## config.mk

```make
export PLATFORM = sky130hd
export DESIGN_NAME = dual_issue_queue
export DESIGN_NICKNAME = d
export VERILOG_FILES = /design/src/rtl/dual_issue_queue.sv
export SDC_FILE = /design/constraint.sdc
export NUM_CORES = 1
export LEC_CHECK = 0
export ABC_AREA = 1
export CAP_MARGIN = 20
export CELL_PAD_IN_SITES_DETAIL_PLACEMENT = 1
export CELL_PAD_IN_SITES_GLOBAL_PLACEMENT = 2
export CORE_MARGIN = 4
export CORE_UTILIZATION = 25
export CTS_CLUSTER_DIAMETER = 150
export DETAILED_ROUTE_END_ITERATION = 12
export GPL_TIMING_DRIVEN = 1
export PLACE_DENSITY = 0.68
export SLEW_MARGIN = 20
export SYNTH_ARGS = -nofsm -noshare
export SYNTH_HDL_FRONTEND = slang
export SYNTH_SLANG_ARGS = --single-unit
export TNS_END_PERCENT = 1
```

## constraint.sdc

```tcl
create_clock -name clk_i -period 6.7 [get_ports clk_i]
set_clock_uncertainty 0.05 [all_clocks]
set_input_delay 1.005 -clock clk_i [delete_from_list [all_inputs] [get_ports clk_i]]
set_output_delay 1.005 -clock clk_i [all_outputs]
set_load 0.03 [all_outputs]
```

## src/rtl/dual_issue_queue.sv

```systemverilog
// rtl/dual_issue_queue.sv - fetch-to-decode instruction queue with dual-issue slots A/B
// Dual issue is enabled by defining DIQ_DUAL_ISSUE_EN; otherwise slot B is permanently empty.
module dual_issue_queue #(
    parameter int DATA_WIDTH = 32,
    parameter int DEPTH      = 8
) (
    input  logic                     clk_i,
    input  logic                     rst_n_i,
    input  logic                     FetchValid_i,
    input  logic [DATA_WIDTH-1:0]    FetchInstrA_i,
    input  logic [DATA_WIDTH-1:0]    FetchInstrB_i,
    output logic                     FetchReady_o,
    input  logic                     Stall_i,
    input  logic                     Flush_i,
    output logic [DATA_WIDTH-1:0]    InstrA_o,
    output logic [DATA_WIDTH-1:0]    InstrB_o,
    output logic                     ValidA_o,
    output logic                     ValidB_o,
    output logic [$clog2(DEPTH):0]   Count_o
);
    localparam int PW = $clog2(DEPTH);
    localparam int CW = PW + 1;
    localparam logic [DATA_WIDTH-1:0] NOP = DATA_WIDTH'(32'h00000013);

    logic [DATA_WIDTH-1:0] mem [DEPTH];
    logic [PW-1:0]         head;
    logic [PW-1:0]         tail;
    logic [CW-1:0]         count;
    logic [DATA_WIDTH-1:0] slot_a;
    logic                  valid_a;
    logic [DATA_WIDTH-1:0] h0;
    logic                  push;
    logic                  dual;
    logic [CW-1:0]         pop;
    logic [CW-1:0]         pop_eff;

    assign FetchReady_o = (count <= CW'(DEPTH - 2));
    assign push         = FetchValid_i && FetchReady_o;
    assign h0           = mem[head];
    assign Count_o      = count;
    assign InstrA_o     = slot_a;
    assign ValidA_o     = valid_a;

`ifdef DIQ_DUAL_ISSUE_EN
    logic [DATA_WIDTH-1:0] h1;
    logic                  alu_a;
    logic                  alu_b;
    logic                  wr_a;
    logic                  wr_b;
    logic                  raw;
    logic                  waw;
    logic [DATA_WIDTH-1:0] slot_b;
    logic                  valid_b;

    assign h1    = mem[head + PW'(1)];
    assign alu_a = (h0[6:0] == 7'd19) || (h0[6:0] == 7'd51);
    assign alu_b = (h1[6:0] == 7'd19) || (h1[6:0] == 7'd51);
    assign wr_a  = alu_a && (h0[11:7] != 5'd0);
    assign wr_b  = alu_b && (h1[11:7] != 5'd0);
    // rs2 only counts as a source for register-register ops
    assign raw   = wr_a && ((h1[19:15] == h0[11:7]) ||
                            ((h1[6:0] == 7'd51) && (h1[24:20] == h0[11:7])));
    assign waw   = wr_a && wr_b && (h0[11:7] == h1[11:7]);
    assign dual  = (count >= CW'(2)) && alu_a && alu_b && !raw && !waw;

    always_ff @(posedge clk_i) begin
        if (!rst_n_i || Flush_i) begin
            slot_b  <= NOP;
            valid_b <= 1'b0;
        end else if (!Stall_i) begin
            slot_b  <= dual ? h1 : NOP;
            valid_b <= dual;
        end
    end

    assign InstrB_o = slot_b;
    assign ValidB_o = valid_b;
`else
    assign dual     = 1'b0;
    assign InstrB_o = NOP;
    assign ValidB_o = 1'b0;
`endif

    assign pop     = (count == '0) ? CW'(0) : (dual ? CW'(2) : CW'(1));
    assign pop_eff = Stall_i ? CW'(0) : pop;

    always_ff @(posedge clk_i) begin
        if (rst_n_i && !Flush_i && push) begin
            mem[tail]          <= FetchInstrA_i;
            mem[tail + PW'(1)] <= FetchInstrB_i;
        end
    end

    always_ff @(posedge clk_i) begin
        if (!rst_n_i) begin
            head    <= '0;
            tail    <= '0;
            count   <= '0;
            slot_a  <= NOP;
            valid_a <= 1'b0;
        end else if (Flush_i) begin
            head    <= tail;
            count   <= '0;
            slot_a  <= NOP;
            valid_a <= 1'b0;
        end else begin
            if (push) begin
                tail <= tail + PW'(2);
            end
            if (!Stall_i) begin
                head    <= head + pop[PW-1:0];
                slot_a  <= (count != '0) ? h0 : NOP;
                valid_a <= (count != '0);
            end
            count <= count + (push ? CW'(2) : CW'(0)) - pop_eff;
        end
    end
endmodule

```

==> results.sh <==
export IMPL_clkTransAtPathRegs_ps=50
export IMPL_rsz0062_at_grt="false"
export IMPL_hold_path_class="flop to flop"
export IMPL_num_vias=8525
export IMPL_reg2regPathDepth=10
export IMPL_tns_ps=0
export IMPL_grt_pass1_wl_um=51900
export IMPL_drt_vias_per_instance=4.22
export IMPL_p_leak_nw=6.19
export IMPL_p_total_mw=5.06
export IMPL_postSynthCellCount=1221
export IMPL_h_tree_depth=2
export IMPL_ant_nets=0
export IMPL_cts_root_buf="clkbuf_16"
export IMPL_routedWlPerCell_um=17.0
export IMPL_seq_area_frac_synth_pct=67.7
export IMPL_critPathLaunchType="input pin"
export IMPL_cts_resized=0
export IMPL_overflow=0
export IMPL_arrival_ps=3410
export IMPL_antenna_found_initial=4
export IMPL_cts_tree="built"
export IMPL_fillerInstances=5579
export IMPL_status="finished, final reports clean"
export IMPL_dr_pass1_iters=4
export IMPL_max_cap_violations=0
export IMPL_cts_buffers=37
export IMPL_fin_util_pct=31.0
export IMPL_top_usage_layer="met2"
export IMPL_drtIter0Drc=398
export IMPL_path_max_fanout=43
export IMPL_worstSetupPathType="input pin to flop"
export IMPL_yosys_warnings=0
export IMPL_grt_util_met3_pct=3.44
export IMPL_die_h_um=233
export IMPL_grtUsageMet2_pct=21.2
export IMPL_setup_viol=0
export IMPL_final_cell_mix="362 x nand2_1, 256 x edfxtp_1, 196 x nand3_1, 195 x inv_1, 105 x clkdlybuf4s50_1"
export IMPL_ys_types=23
export IMPL_synthesis_area_um2=12700
export IMPL_period_needed_ps=3290
export IMPL_clkLatencyLatePin_ps=550
export IMPL_r2r_end="mem[3][12]$_DFFE_PP_"
export IMPL_start_util_pct=25.3
export IMPL_ir_drop_mv=0.169
export IMPL_met1_usage_pct=16.0
export IMPL_worst_ep_required_time_ps=6820
export IMPL_drive_above_1_share_pct=6.16
export IMPL_cts_hold_buf=0
export IMPL_min_delay_start="InstrA_o[6]$_SDFFE_PP0N_"
export IMPL_tightestPinTransition_ps=1020
export IMPL_slew_headroom_pct=31.7
export IMPL_power_density_nw_per_um2=325
export IMPL_portBuffers=106
export IMPL_syn2layout_area_growth_pct=22.8
export IMPL_fin_nets=1399
export IMPL_cts_buffer_depth=3
export IMPL_hold_path_end="InstrA_o[6]$_SDFFE_PP0N_"
export IMPL_track_usage_pct=12.5
export IMPL_r2r_start="Count_o[3]$_SDFF_PP0_"
export IMPL_drc=0
export IMPL_grt_max_degree=91
export IMPL_synth_enable_flop_cells=256
export IMPL_dp_hpwl_um=19800
export IMPL_holdPathStages=2
export IMPL_cts_sinks=301
export IMPL_ys_flop_type="edfxtp_1"
export IMPL_rows=82
export IMPL_io_pins=140
export IMPL_worst_r2r_setup_slack_ps=3560
export IMPL_core_um2=50200
export IMPL_postSynthAreaPerCell_um2=10.4
export IMPL_end_kind="flop"
export IMPL_drt_wl_total_um=34400
export IMPL_gp_congestion=0.716
export IMPL_ys_seq_elements=301
export IMPL_finalCritPeriodShare_pct=49.2
export IMPL_first_global_vias=8748
export IMPL_fmax_mhz=304
export IMPL_die_w_um=233
export IMPL_final_common_cell="nand2_1"
export IMPL_postCtsSetupRepairBufs=0
export IMPL_slew_violations=0
export IMPL_die_area_um2=54400
export IMPL_final_hold_violation_count=0
export IMPL_async_flop_share_pct=0
## cell usage after synthesis (5+ instances only)
cell type | n | share of area [%]
a21oi_1 | 31 | 1.2
buf_2 | 34 | 1.3
buf_4 | 39 | 2.3
clkbuf_1 | 12 | 0.36
dfxtp_1 | 45 | 7.1
edfxtp_1 | 256 | 61
ha_1 | 11 | 1.1
inv_1 | 196 | 5.8
nand2_1 | 362 | 11
nand3_1 | 196 | 7.7
nor2_1 | 13 | 0.38
o21ai_0 | 5 | 0.20
## registers in the layout, summed over array words and instances, names as in the netlist, named ones only
name / count
InstrA_o: 32
Count_o: 4
tail: 2
head: 3
ValidA_o: 1
mem: 256
## critical path, stage by stage
cell	delay, ps
clkdlybuf4s50_1	540
nor2_1	230
nand2_1	270
nor2_4	680
buf_4	650
## metal layers
metal | wire length, um | vias to the layer above | share of wire, %
met1 | 15200 | 4246 | 44
met5 | 17 | - | 0.049
met4 | 657 | 4 | 1.9
met2 | 16800 | 146 | 49
met3 | 1750 | 46 | 5.1
li1 | - | 4083 | -
## power by group
| part | internal [mW] | total (mW) | switching [mW] |
|---|---|---|---|
| Clock | 1.29 | 2.06 | 0.774 |
| Sequential | 2.12 | 2.17 | 0.0506 |
| Combinational | 0.258 | 0.822 | 0.564 |
## stage by stage
| stage | instances | setup WS [ps] | instance area [um2] | hold slack (ps) |
|---|---|---|---|---|
| 2_1_floorplan | 1252 | 1920 | 12800 | 412 |
| 3_3_place_gp | 1950 | 2750 | 14300 | 407 |
| 3_5_place_dp | 1950 | 2660 | 14300 | 408 |
| 4_1_cts | 2018 | 3250 | 15500 | 417 |
| 5_1_grt | 2020 | 3200 | 15600 | 444 |
| 6_report | 2020 | 3410 | 15600 | 414 |
## layout make-up
class                      count  area (um2)  area share (%)
tap                          672         841            5.40
clock inverter                13         176            1.13
inverter                     200         753            4.84
timing repair buffer         118        1160            7.44
multi-input combinational    660        2940            18.9
sequential                   301        8600            55.2
antenna                        1        2.50          0.0161
clock buffer                  55        1100            7.04
## worst max-delay path by stage
| stage | slack, ps | endpoint | start |
|---|---|---|---|
| floorplan | 1920 | mem[0][0]$_DFFE_PP_ | Count_o[3]$_SDFF_PP0_ |
| global placement | 2750 | mem[6][10]$_DFFE_PP_ | FetchValid_i |
| detailed placement | 2660 | mem[7][10]$_DFFE_PP_ | Flush_i |
| CTS | 3250 | mem[6][14]$_DFFE_PP_ | Flush_i |
| global route | 3200 | mem[3][12]$_DFFE_PP_ | Flush_i |
| finish | 3410 | mem[3][12]$_DFFE_PP_ | Flush_i |
## cell families after synthesis
logic type               after synthesis  share of synthesized area, %
flip-flops                           301                          67.7
XOR/XNOR                               2                         0.138
AO/OA/AOI/OAI                         38                          1.53
AND/OR/NAND/NOR                      575                          19.1
buffers and inverters                291                          10.2
other                                  2                        0.0592
adder cells (fa/ha/maj)               12                          1.24
Note: power is estimated with default switching activity, not from simulation.
